File: src/rtl/conv_mac_pkg.sv
// conv_mac_pkg: shared types and helpers for the conv_mac_pipe dot-product engine.
//   sat_e        : saturation classification (in range / above max / below min)
//   beat_flags_t : first/last framing flags carried alongside each beat
//   clog2_f      : elaboration-time ceil(log2)
//   acc_min_w    : minimum accumulator width that cannot overflow one beat's sum
//   sat_class    : classify a wide signed value against a w-bit signed range
package conv_mac_pkg;

  // Widest intermediate the helpers handle; the post-processor works in ACC_W+2 bits.
  localparam int CALC_W = 64;

  typedef enum logic [1:0] {
    SAT_NONE = 2'd0,
    SAT_HI   = 2'd1,
    SAT_LO   = 2'd2
  } sat_e;

  typedef struct packed {
    logic first;
    logic last;
  } beat_flags_t;

  function automatic int clog2_f(input int v);
    int r;
    r = 0;
    for (int i = 0; i < 31; i++) begin
      if ((1 << i) < v) r = i + 1;
    end
    return r;
  endfunction

  // One beat sums N_TAPS full-width products: 2*DATA_W bits plus carry growth.
  function automatic int acc_min_w(input int dw, input int nt);
    return 2 * dw + clog2_f(nt);
  endfunction

  function automatic sat_e sat_class(input logic signed [CALC_W-1:0] v, input int w);
    logic signed [CALC_W-1:0] hi;
    logic signed [CALC_W-1:0] lo;
    hi = (64'sd1 <<< (w - 1)) - 64'sd1;
    lo = -(64'sd1 <<< (w - 1));
    if (v > hi)      return SAT_HI;
    else if (v < lo) return SAT_LO;
    else             return SAT_NONE;
  endfunction

endpackage

File: src/rtl/mac_postproc.sv
// mac_postproc: combinational result shaping between the accumulator and the
// output register: bias add, optional ReLU, round-half-up arithmetic right
// shift, and signed saturation to OUT_W.
//   acc_i   : accumulated sum (signed, ACC_W)
//   bias_i  : signed bias (ACC_W)
//   shift_i : right-shift amount, 0 = no shift
//   relu_i  : clamp negative values to zero before shifting
//   data_o  : shaped result (signed, OUT_W)
//   sat_o   : result was clipped by saturation
module mac_postproc
  import conv_mac_pkg::*;
#(
  parameter int ACC_W   = 24,
  parameter int OUT_W   = 8,
  parameter int SHIFT_W = 5
) (
  input  logic [ACC_W-1:0]   acc_i,
  input  logic [ACC_W-1:0]   bias_i,
  input  logic [SHIFT_W-1:0] shift_i,
  input  logic               relu_i,
  output logic [OUT_W-1:0]   data_o,
  output logic               sat_o
);

  // ACC_W+1 holds acc+bias exactly; one more bit keeps the rounding add from wrapping.
  localparam int RW = ACC_W + 2;

  localparam logic [OUT_W-1:0] OUT_MAX = {1'b0, {(OUT_W-1){1'b1}}};
  localparam logic [OUT_W-1:0] OUT_MIN = {1'b1, {(OUT_W-1){1'b0}}};

  logic signed [RW-1:0] sum_w;
  logic signed [RW-1:0] relu_w;
  logic signed [RW-1:0] rnd_w;
  logic signed [RW-1:0] shf_w;
  sat_e                 cls_w;

  always_comb begin
    sum_w  = RW'(signed'(acc_i)) + RW'(signed'(bias_i));
    relu_w = (relu_i && sum_w[RW-1]) ? '0 : sum_w;
    rnd_w  = '0;
    shf_w  = relu_w;
    if (shift_i != '0) begin
      // Add half an LSB of the shifted result, then floor: round half up.
      rnd_w = RW'(1) << (shift_i - SHIFT_W'(1));
      shf_w = (relu_w + rnd_w) >>> shift_i;
    end
    cls_w  = sat_class(CALC_W'(shf_w), OUT_W);
    data_o = shf_w[OUT_W-1:0];
    sat_o  = 1'b0;
    unique case (cls_w)
      SAT_HI: begin
        data_o = OUT_MAX;
        sat_o  = 1'b1;
      end
      SAT_LO: begin
        data_o = OUT_MIN;
        sat_o  = 1'b1;
      end
      default: ;
    endcase
  end

endmodule

File: src/rtl/conv_mac_pipe.sv
// conv_mac_pipe: fully pipelined signed dot-product engine for conv layers.
// Each accepted beat multiplies N_TAPS data/weight pairs (S1), reduces them
// (S2), accumulates across beats framed by first/last (S3), and on the last
// beat shapes and registers the result on a valid/ready output (S4).
//   clk, rst           : clock, asynchronous active-high reset
//   in_vld/in_rdy      : input beat handshake; in_first/in_last frame a result
//   in_data/in_weight  : packed signed operands, tap i at [i*DATA_W +: DATA_W]
//   cfg_bias/shift/relu: result shaping, sampled when S4 loads
//   out_vld/out_rdy    : output handshake; out_data signed result, out_sat clip flag
module conv_mac_pipe
  import conv_mac_pkg::*;
#(
  parameter int N_TAPS  = 9,
  parameter int DATA_W  = 8,
  parameter int ACC_W   = 24,
  parameter int OUT_W   = 8,
  parameter int SHIFT_W = 5
) (
  input  logic                     clk,
  input  logic                     rst,
  input  logic                     in_vld,
  output logic                     in_rdy,
  input  logic                     in_first,
  input  logic                     in_last,
  input  logic [N_TAPS*DATA_W-1:0] in_data,
  input  logic [N_TAPS*DATA_W-1:0] in_weight,
  input  logic [ACC_W-1:0]         cfg_bias,
  input  logic [SHIFT_W-1:0]       cfg_shift,
  input  logic                     cfg_relu,
  output logic                     out_vld,
  input  logic                     out_rdy,
  output logic [OUT_W-1:0]         out_data,
  output logic                     out_sat
);

  localparam int PW        = 2 * DATA_W;
  localparam int ACC_MIN_W = acc_min_w(DATA_W, N_TAPS);

  if (ACC_W < ACC_MIN_W || OUT_W > ACC_W || ACC_W + 2 > CALC_W) begin : g_param_err
    $error("conv_mac_pipe: illegal ACC_W/OUT_W for DATA_W and N_TAPS");
  end

  // Whole pipe advances together; a stalled output freezes every stage.
  logic en;

  logic [N_TAPS-1:0][PW-1:0] prod_d;
  logic [N_TAPS-1:0][PW-1:0] prod_q;
  logic [2:1]                vld_pipe_q;
  beat_flags_t [2:1]         flg_pipe_q;
  logic [ACC_W-1:0]          s2_d;
  logic [ACC_W-1:0]          s2_q;
  logic [ACC_W-1:0]          acc_q;
  logic                      v3_q;
  logic                      out_vld_q;
  logic [OUT_W-1:0]          out_data_q;
  logic                      out_sat_q;
  logic [OUT_W-1:0]          pp_data;
  logic                      pp_sat;

  assign en     = ~out_vld_q | out_rdy;
  assign in_rdy = en;

  // S1 product array: operands sign-extended so the product is full width.
  for (genvar g = 0; g < N_TAPS; g++) begin : g_tap
    logic signed [PW-1:0] d_ext;
    logic signed [PW-1:0] w_ext;
    assign d_ext     = PW'(signed'(in_data[g*DATA_W +: DATA_W]));
    assign w_ext     = PW'(signed'(in_weight[g*DATA_W +: DATA_W]));
    assign prod_d[g] = d_ext * w_ext;
  end

  // S2 reduction; each product is sign-extended to ACC_W before summing.
  always_comb begin
    s2_d = '0;
    for (int i = 0; i < N_TAPS; i++) begin
      s2_d = s2_d + ACC_W'(signed'(prod_q[i]));
    end
  end

  mac_postproc #(
    .ACC_W   (ACC_W),
    .OUT_W   (OUT_W),
    .SHIFT_W (SHIFT_W)
  ) u_post (
    .acc_i   (acc_q),
    .bias_i  (cfg_bias),
    .shift_i (cfg_shift),
    .relu_i  (cfg_relu),
    .data_o  (pp_data),
    .sat_o   (pp_sat)
  );

  always_ff @(posedge clk or posedge rst) begin
    if (rst) begin
      prod_q     <= '0;
      vld_pipe_q <= '0;
      flg_pipe_q <= '0;
      s2_q       <= '0;
      acc_q      <= '0;
      v3_q       <= 1'b0;
      out_vld_q  <= 1'b0;
      out_data_q <= '0;
      out_sat_q  <= 1'b0;
    end else if (en) begin
      // S1: in_rdy equals en here, so in_vld alone marks an accepted beat.
      prod_q              <= prod_d;
      vld_pipe_q[1]       <= in_vld;
      flg_pipe_q[1].first <= in_first;
      flg_pipe_q[1].last  <= in_last;
      // S2
      vld_pipe_q[2]       <= vld_pipe_q[1];
      flg_pipe_q[2]       <= flg_pipe_q[1];
      s2_q                <= s2_d;
      // S3: first restarts the sum, dropping any open partial; wraps mod 2^ACC_W.
      if (vld_pipe_q[2]) begin
        acc_q <= flg_pipe_q[2].first ? s2_q : acc_q + s2_q;
      end
      v3_q                <= vld_pipe_q[2] & flg_pipe_q[2].last;
      // S4: data/sat only move when a finished result arrives.
      out_vld_q           <= v3_q;
      if (v3_q) begin
        out_data_q <= pp_data;
        out_sat_q  <= pp_sat;
      end
    end
  end

  assign out_vld  = out_vld_q;
  assign out_data = out_data_q;
  assign out_sat  = out_sat_q;

endmodule

File: config.mk
export PLATFORM = sky130hd
export DESIGN_NAME = conv_mac_pipe
export DESIGN_NICKNAME = d
export VERILOG_FILES = /design/src/rtl/conv_mac_pkg.sv /design/src/rtl/mac_postproc.sv /design/src/rtl/conv_mac_pipe.sv
export SDC_FILE = /design/constraint.sdc
export NUM_CORES = 2
export LEC_CHECK = 0
export ABC_AREA = 1
export CAP_MARGIN = 25
export CORE_MARGIN = 3
export CORE_UTILIZATION = 35
export CTS_BUF_LIST = sky130_fd_sc_hd__clkbuf_2
export DETAILED_ROUTE_END_ITERATION = 6
export HOLD_SLACK_MARGIN = 0.12
export SKIP_LAST_GASP = 1
export SLEW_MARGIN = 15
export SYNTH_ARGS = -nofsm -noshare
export SYNTH_HDL_FRONTEND = slang
export SYNTH_SLANG_ARGS = --single-unit
File: constraint.sdc
create_clock -name clk -period 6.1 [get_ports clk]
set_input_delay 0.61 -clock clk [delete_from_list [all_inputs] [get_ports clk]]
set_output_delay 0.61 -clock clk [all_outputs]
set_load 0.01 [all_outputs]
# ---- Word-level counts from Yosys, hierarchy flattened
# Cells that the tools add are included.
dict set report classes {
  add_sub_neg 12
  mul 9
  magnitude_cmp 2
  eq_ne 2
  shift 2
  muxes 7
  bitwise 3
  n_reduce_logical 5
}
# op count
set op_table {}
lappend op_table {{$mul A8 B8 Y16} 9}
lappend op_table {{$mux W26} 2}
lappend op_table {{$add A26 B26 Y26} 1}
lappend op_table {{$gt A26 B8 Y1 const B} 1}
lappend op_table {{$lt A26 B8 Y1 const B} 1}
lappend op_table {{$shl A1 B5 Y26 const A} 1}
lappend op_table {{$sshr A26 B5 Y26} 1}
lappend op_table {{$add A24 B24 Y25} 1}
lappend op_table {{$add A23 B16 Y24} 1}
lappend op_table {{$add A24 B24 Y24} 1}
lappend op_table {{$mux W24} 1}
lappend op_table {{$add A22 B16 Y23} 1}
lappend op_table {{$add A21 B16 Y22} 1}
lappend op_table {{$add A20 B16 Y21} 1}
lappend op_table {{$add A19 B16 Y20} 1}
lappend op_table {{$add A18 B16 Y19} 1}
lappend op_table {{$add A17 B16 Y18} 1}
lappend op_table {{$add A16 B16 Y17} 1}
lappend op_table {{$pmux W8 S2} 1}
lappend op_table {{$reduce_bool A5 Y1} 1}
lappend op_table {{$sub A5 B1 Y5 const B} 1}
lappend op_table {{$mux W2} 2}
lappend op_table {{$reduce_and A2 Y1} 2}
lappend op_table {{$eq A2 B1 Y1 const B} 1}
lappend op_table {{7 further kinds} 7}
dict set report word_totals {
  register_bits 209
  input_bits 180
  out_inout_bits 11
  elab_cells 62
}

# ---- Logic depth before layout (Yosys ltp)
dict set report logic_depth {
  word_depth 12
  ltp_mapped 47
  mapped_depth_nobuf 47
}

# ---- By module
# From an unflattened synthesis, not the netlist that was laid out.
dict set report hier_totals {
  cells_unflattened 5788
  area_unflattened_um2 41980.3
}
# mod instances cells_each area_each_um2 seq_area_each_um2
set by_module_without_submodules {}
lappend by_module_without_submodules {conv_mac_pipe 1 4742 36612.6 5230.0}
lappend by_module_without_submodules {mac_postproc 1 1046 5367.6 0.0}

# ---- Worst setup path after synthesis
# Ideal clock, no wire load.
dict set report synth_timing {
  path_kind {in2reg}
  startpoint {input port cfg_bias[0]}
  endpoint {register out_data_q[0] (netlist: out_data[0])}
  setup_ns 0.118
  arrival_time_ns 5.480
  required_time_ns 5.982
  setup_slack_ns 0.502
  cell_stages 36
  n_path_buf 2
  path_cell_list {ha_1 > inv_1 > fa_1 > inv_1 > nand3_1 > nand2_1 > nand2_1 > nand2_2 > nand2_1 > nand3_1 > nand2_2 > nand3_4 > clkbuf_1 > clkbuf_1 > nand3_1 > inv_1 > ha_1 > a21oi_1 > inv_1 > a31oi_1 > o21a_1 > o22ai_1 > a2111oi_1 > nand3_2 > nand2_4 > inv_4 > o21ai_2 > nand3_1 > nor3_1 > nand2_1 > nor2_1 > nand2_1 > nand2_2 > nand2_4 > nor2_1 > nor2_1}
}
dict set report synth_between {
  elab_chain_cells 11
  elab_cells_between_ends 13
  cone_classes {2 x add/sub; 2 x order compare; 2 x eq/ne; 1 x shift; 5 x mux; 1 x reduce/logical}
}
# element line
set synth_lines {}
lappend synth_lines {{from (decl)} conv_mac_pipe.sv:27} ;# input logic [ACC_W-1:0] cfg_bias,
lappend synth_lines {{$add A24 B24 Y25 *} mac_postproc.sv:38} ;# sum_w = RW'(signed'(acc_i)) + RW'(signed'(bias_i));
lappend synth_lines {{$logic_and A1 B1 Y1} mac_postproc.sv:39} ;# relu_w = (relu_i && sum_w[RW-1]) ? '0 : sum_w;
lappend synth_lines {{$mux W26 *} mac_postproc.sv:39}
lappend synth_lines {{$add A26 B26 Y26} mac_postproc.sv:45} ;# shf_w = (relu_w + rnd_w) >>> shift_i;
lappend synth_lines {{$sshr A26 B5 Y26} mac_postproc.sv:45}
lappend synth_lines {{$mux W26 *} mac_postproc.sv:42} ;# if (shift_i != '0) begin
lappend synth_lines {{$lt A26 B8 Y1} conv_mac_pkg.sv:43} ;# else if (v < lo) return SAT_LO;
lappend synth_lines {{$mux W2} conv_mac_pkg.sv:43}
lappend synth_lines {{$mux W2} conv_mac_pkg.sv:42} ;# if (v > hi) return SAT_HI;
lappend synth_lines {{$eq A2 B2 Y1 / $eq A2 B1 Y1 (equally long branches)} mac_postproc.sv:50} ;# unique case (cls_w)
lappend synth_lines {{$pmux W8 S2 *} mac_postproc.sv:50}
lappend synth_lines {{to (signal assigned)} conv_mac_pipe.sv:122} ;# out_data_q <= pp_data;
lappend synth_lines {{to (decl)} conv_mac_pipe.sv:55} ;# logic [OUT_W-1:0] out_data_q;
# Every way passes the cells marked *; elsewhere a longest branch is shown, timed or not.
# A chain may end at the register's enable or synchronous reset.

# ---- Worst setup path after layout
dict set report layout_timing {
  startpoint {register prod_q[113] (netlist name)}
  endpoint {register s2_q[22]}
}
dict set report layout_between {
  elab_chain_cells 2
}
# element line
set layout_lines {}
lappend layout_lines {{from (decl)} conv_mac_pipe.sv:47} ;# logic [N_TAPS-1:0][PW-1:0] prod_q;
lappend layout_lines {{from (signal assigned)} conv_mac_pipe.sv:106} ;# prod_q <= prod_d;
lappend layout_lines {{$add A22 B16 Y23} conv_mac_pipe.sv:76} ;# s2_d = s2_d + ACC_W'(signed'(prod_q[i]));
lappend layout_lines {{$add A23 B16 Y24} conv_mac_pipe.sv:76}
lappend layout_lines {{to (signal assigned)} conv_mac_pipe.sv:98} ;# s2_q <= '0;
lappend layout_lines {{to (signal assigned)} conv_mac_pipe.sv:113} ;# s2_q <= s2_d;
lappend layout_lines {{to (decl)} conv_mac_pipe.sv:51} ;# logic [ACC_W-1:0] s2_q;
# No other way between the ends.

==> results by group <==
Synthesis
  – Cell count after synthesis: between 5,000 and 6,000
  – Yosys top cell by area: fa_1
  – Post-synthesis sequential area ratio: 0.1339
  – Syn_area_per_cell: ~7.7 µm²
  – Synthesis Warnings: 0
  – Largest cells by area after synthesis: fa_1, dfrtp_1, inv_1, ha_1, nand2_1
  – Post-synth EDFFs: 0
  – Yosys top cell area share: 0.3137
  – Synth async-reset ratio: 1.000
  – Synth cell count leaders: inv_1, nand2_1, fa_1
  – Top-count cell post-synth: inv_1
  – Syn_nets: a little over 6,000
  – Dominant synthesized flop cell: dfrtp_1
  – #FFs+latches synth: between 200 and 250
  – Distinct cell type count after synthesis: 49
  – Cell Area, Synth: 39,050 µm²

Global routing
  – Initial antenna violation count: 4
  – First-pass GRT wire length: 173,000 µm
  – GRT overflow: 0
  – Gr usage total: 0.1843
  – Largest net degree at the start of global routing: between 200 and 250
  – Vias in the first global route: between 30,000 and 40,000

Place
  – Place WS: -0.2642 ns
  – HPWL Detailed: around 90,000 µm
  – Final estimated routing congestion in global placement: 0.9668
  – Port Buffer Count: 190

Worst setup path
  – R2R depth: 32
  – Slowest-stage cell, CP: fa_1
  – Largest fanout on the critical path: 3
  – Crit path kind: reg2reg
  – CP Capture Type: flip-flop
  – Reg2Reg Capture Point: s2_q[22]$_DFFE_PP0N_
  – Startpoint types: flip-flop
  – R2R Setup Slk: slightly above 0.6 ns
  – Arr. time, crit path: between 6 and 7 ns
  – Worst EP required: 6.91 ns
  – Delay of the slowest critical-path stage: 0.56 ns
  – Reg2reg start: prod_q[113]$_DFFE_PP0N_

Route
  – DR WL/cell: ~15 µm
  – Post-Route WL: 103,500 µm
  – Vias: between 30,000 and 40,000
  – ANT nets after route: 0
  – Drt first pass iters: 5
  – DRC: 0
  – Via-to-Cell Ratio: between 4 and 5
  – Number of DRC markers in iteration 0: ~1,700

Timing
  – Worst Skew: roughly 0.16 ns
  – Period minus WS final: approximately 5.5 ns
  – Slew @ Worst Pin: 1.069 ns
  – Final slew viol count: 0
  – Unrepaired setup endpoints after global routing: no
  – Final setup vio count: 0
  – Max-Slew Margin vs Limit: 0.2875
  – Fmax achieved: around 180 MHz
  – Hold Vio Cnt, Final: 0
  – Crit share post-route: 0.8980
  – Setup ws final: 0.6222 ns

Worst hold path
  – Hold WC Path Type: in2reg
  – Hold Crit Start: in_vld
  – Hold path endpoint: vld_pipe_q[1]$_DFFE_PP0N_
  – WHS Path Cells: 3

Floorplanning
  – IO Count: around 190
  – Die area: about 120,000 µm²
  – Die Width: between 300 and 400 µm
  – Core Area: 109,800 µm²
  – Die Span Y: 340.0 µm
  – Starting Density: 0.3558
  – # rows: ~120

Status
  – Status: complete, no violations

CTS
  – Num CTS Buffers: 56
  – TritonCTS clock tree: built
  – Max clock buf depth: 3
  – Worst skew pair latency: roughly 1.1 ns
  – Htree depth: 2
  – Clock sink count: between 200 and 250
  – Clk slew on worst S/H paths: about 0.1 ns
  – CTS Root Cell: clkbuf_2

Cells and area
  – Synth-to-layout area growth: 12.44%
  – Layout cells sized above 1: 0.07710
  – Final core occ: 0.4000
  – Nets: approximately 6,500
  – FILL cells: ~11,000

Job
  – Max-cap violations: 0
cells in the final DEF (no fill, tap or decap), drive strengths merged, types with 2 or more instances in the layout:
cell type	netlist	layout
or2	82	82
o22ai	3	3
o21a	5	5
o31ai	23	23
o21ai	224	224
diode	0	3
nor3	30	30
fa	612	612
nand4	12	12
ha	353	353
nor2	230	230
dfrtp	209	209
a31oi	21	21
a21o	3	3
xnor2	64	64
nand3b	9	9
clkdlybuf4s50	0	190
clkbuf	193	76
bufinv	0	2
o221ai	4	4
clkinv	2	18
nand3	242	242
nor4	3	3
buf	16	175
a22o	2	2
o221a	2	2
a21oi	179	179
inv	1263	1263
o211ai	9	9
a211oi	9	9
and2	8	8
o21bai	10	10
xor2	78	78
nand2	1188	1188
registers in the layout, summed over array words and instances, names as in the netlist:
name and count:
vld_pipe_q 2, s2_q 24, v3_q 1, prod_q 144, out_data 8, acc_q 24, flg_pipe_q 4, out_vld 1
out_sat 1
final cells by class:
class / instances / area [µm²] / area share
Tap cell: 1476 / 1847 / 0.04206
Clock inverter: 19 / 132.6 / 0.003021
Multi-Input combinational cell: 3409 / 28300 / 0.6446
Inverter: 1265 / 4757 / 0.1083
Antenna cell: 3 / 7.507 / 0.0001710
Sequential cell: 209 / 5231 / 0.1191
Clock buffer: 76 / 380.4 / 0.008663
Timing Repair Buffer: 366 / 3251 / 0.07403
what timing repair did:
action	CTS	global route
gates resized for setup	0	10
hold buffers	1	0
setup endpoints to repair	0	11
endpoints found under the hold margin	14	0
setup buffers	0	0
metal layers:
| layer | vias up | wire [µm] | global-route usage |
|---|---|---|---|
| met5 | - | 69 | 0 |
| met4 | 4 | 1744 | 0.03029 |
| met3 | 112 | 4065 | 0.01881 |
| met2 | 633 | 51440 | 0.3239 |
| met1 | 15310 | 46190 | 0.2487 |
| li1 | 15640 | - | - |
critical path, delay by kind of cell (launching register included):
family	cells	cell delay, ns
adders and majority gates	6	2.50
and+or+nand+nor	15	1.31
DFF	1	0.47
buffers and inverters	7	0.48
AOI/OAI and AO/OA	4	0.48
worst max-delay path by stage:
stage	from	end	slack (ns)	cells past startpoint
2_1_floorplan	cfg_bias[0]	out_data[0]$_DFFE_PP0P_	0.50	36
3_3_place_gp	cfg_bias[0]	out_data[3]$_DFFE_PP0P_	-0.28	44
3_5_place_dp	cfg_bias[0]	out_data[4]$_DFFE_PP0P_	-0.26	44
4_1_cts	prod_q[113]$_DFFE_PP0N_	s2_q[22]$_DFFE_PP0N_	0.26	34
5_1_grt	acc_q[0]$_DFFE_PP0P_	out_data[3]$_DFFE_PP0P_	0.02	43
6_report	prod_q[113]$_DFFE_PP0N_	s2_q[22]$_DFFE_PP0N_	0.62	32
kinds of logic (layout without fill, tap and decap cells):
group,Yosys count,after routing,share of synthesized area
flops,209,209,0.1339
other cells,0,3,0
buf+inv,1474,1726,0.1420
fa+ha+maj,965,965,0.4268
simple gates,1804,1804,0.1954
compound gates,498,498,0.06994
xor+xnor,142,142,0.03185
through the flow:
step	TNS (ns)	instances	area (µm²)	hold WS (ns)
2_1_floorplan	0	5092	39060	0.4417
3_3_place_gp	-2.039	6724	43360	0.4600
3_5_place_dp	-1.987	6724	43360	0.4729
4_1_cts	0	6820	43880	0.1494
5_1_grt	0	6822	43910	0.1905
6_report	0	6823	43910	0.2836
Power is not shown: default switching activity piles up to over one toggle a cycle in this logic, so the estimate is an artifact.
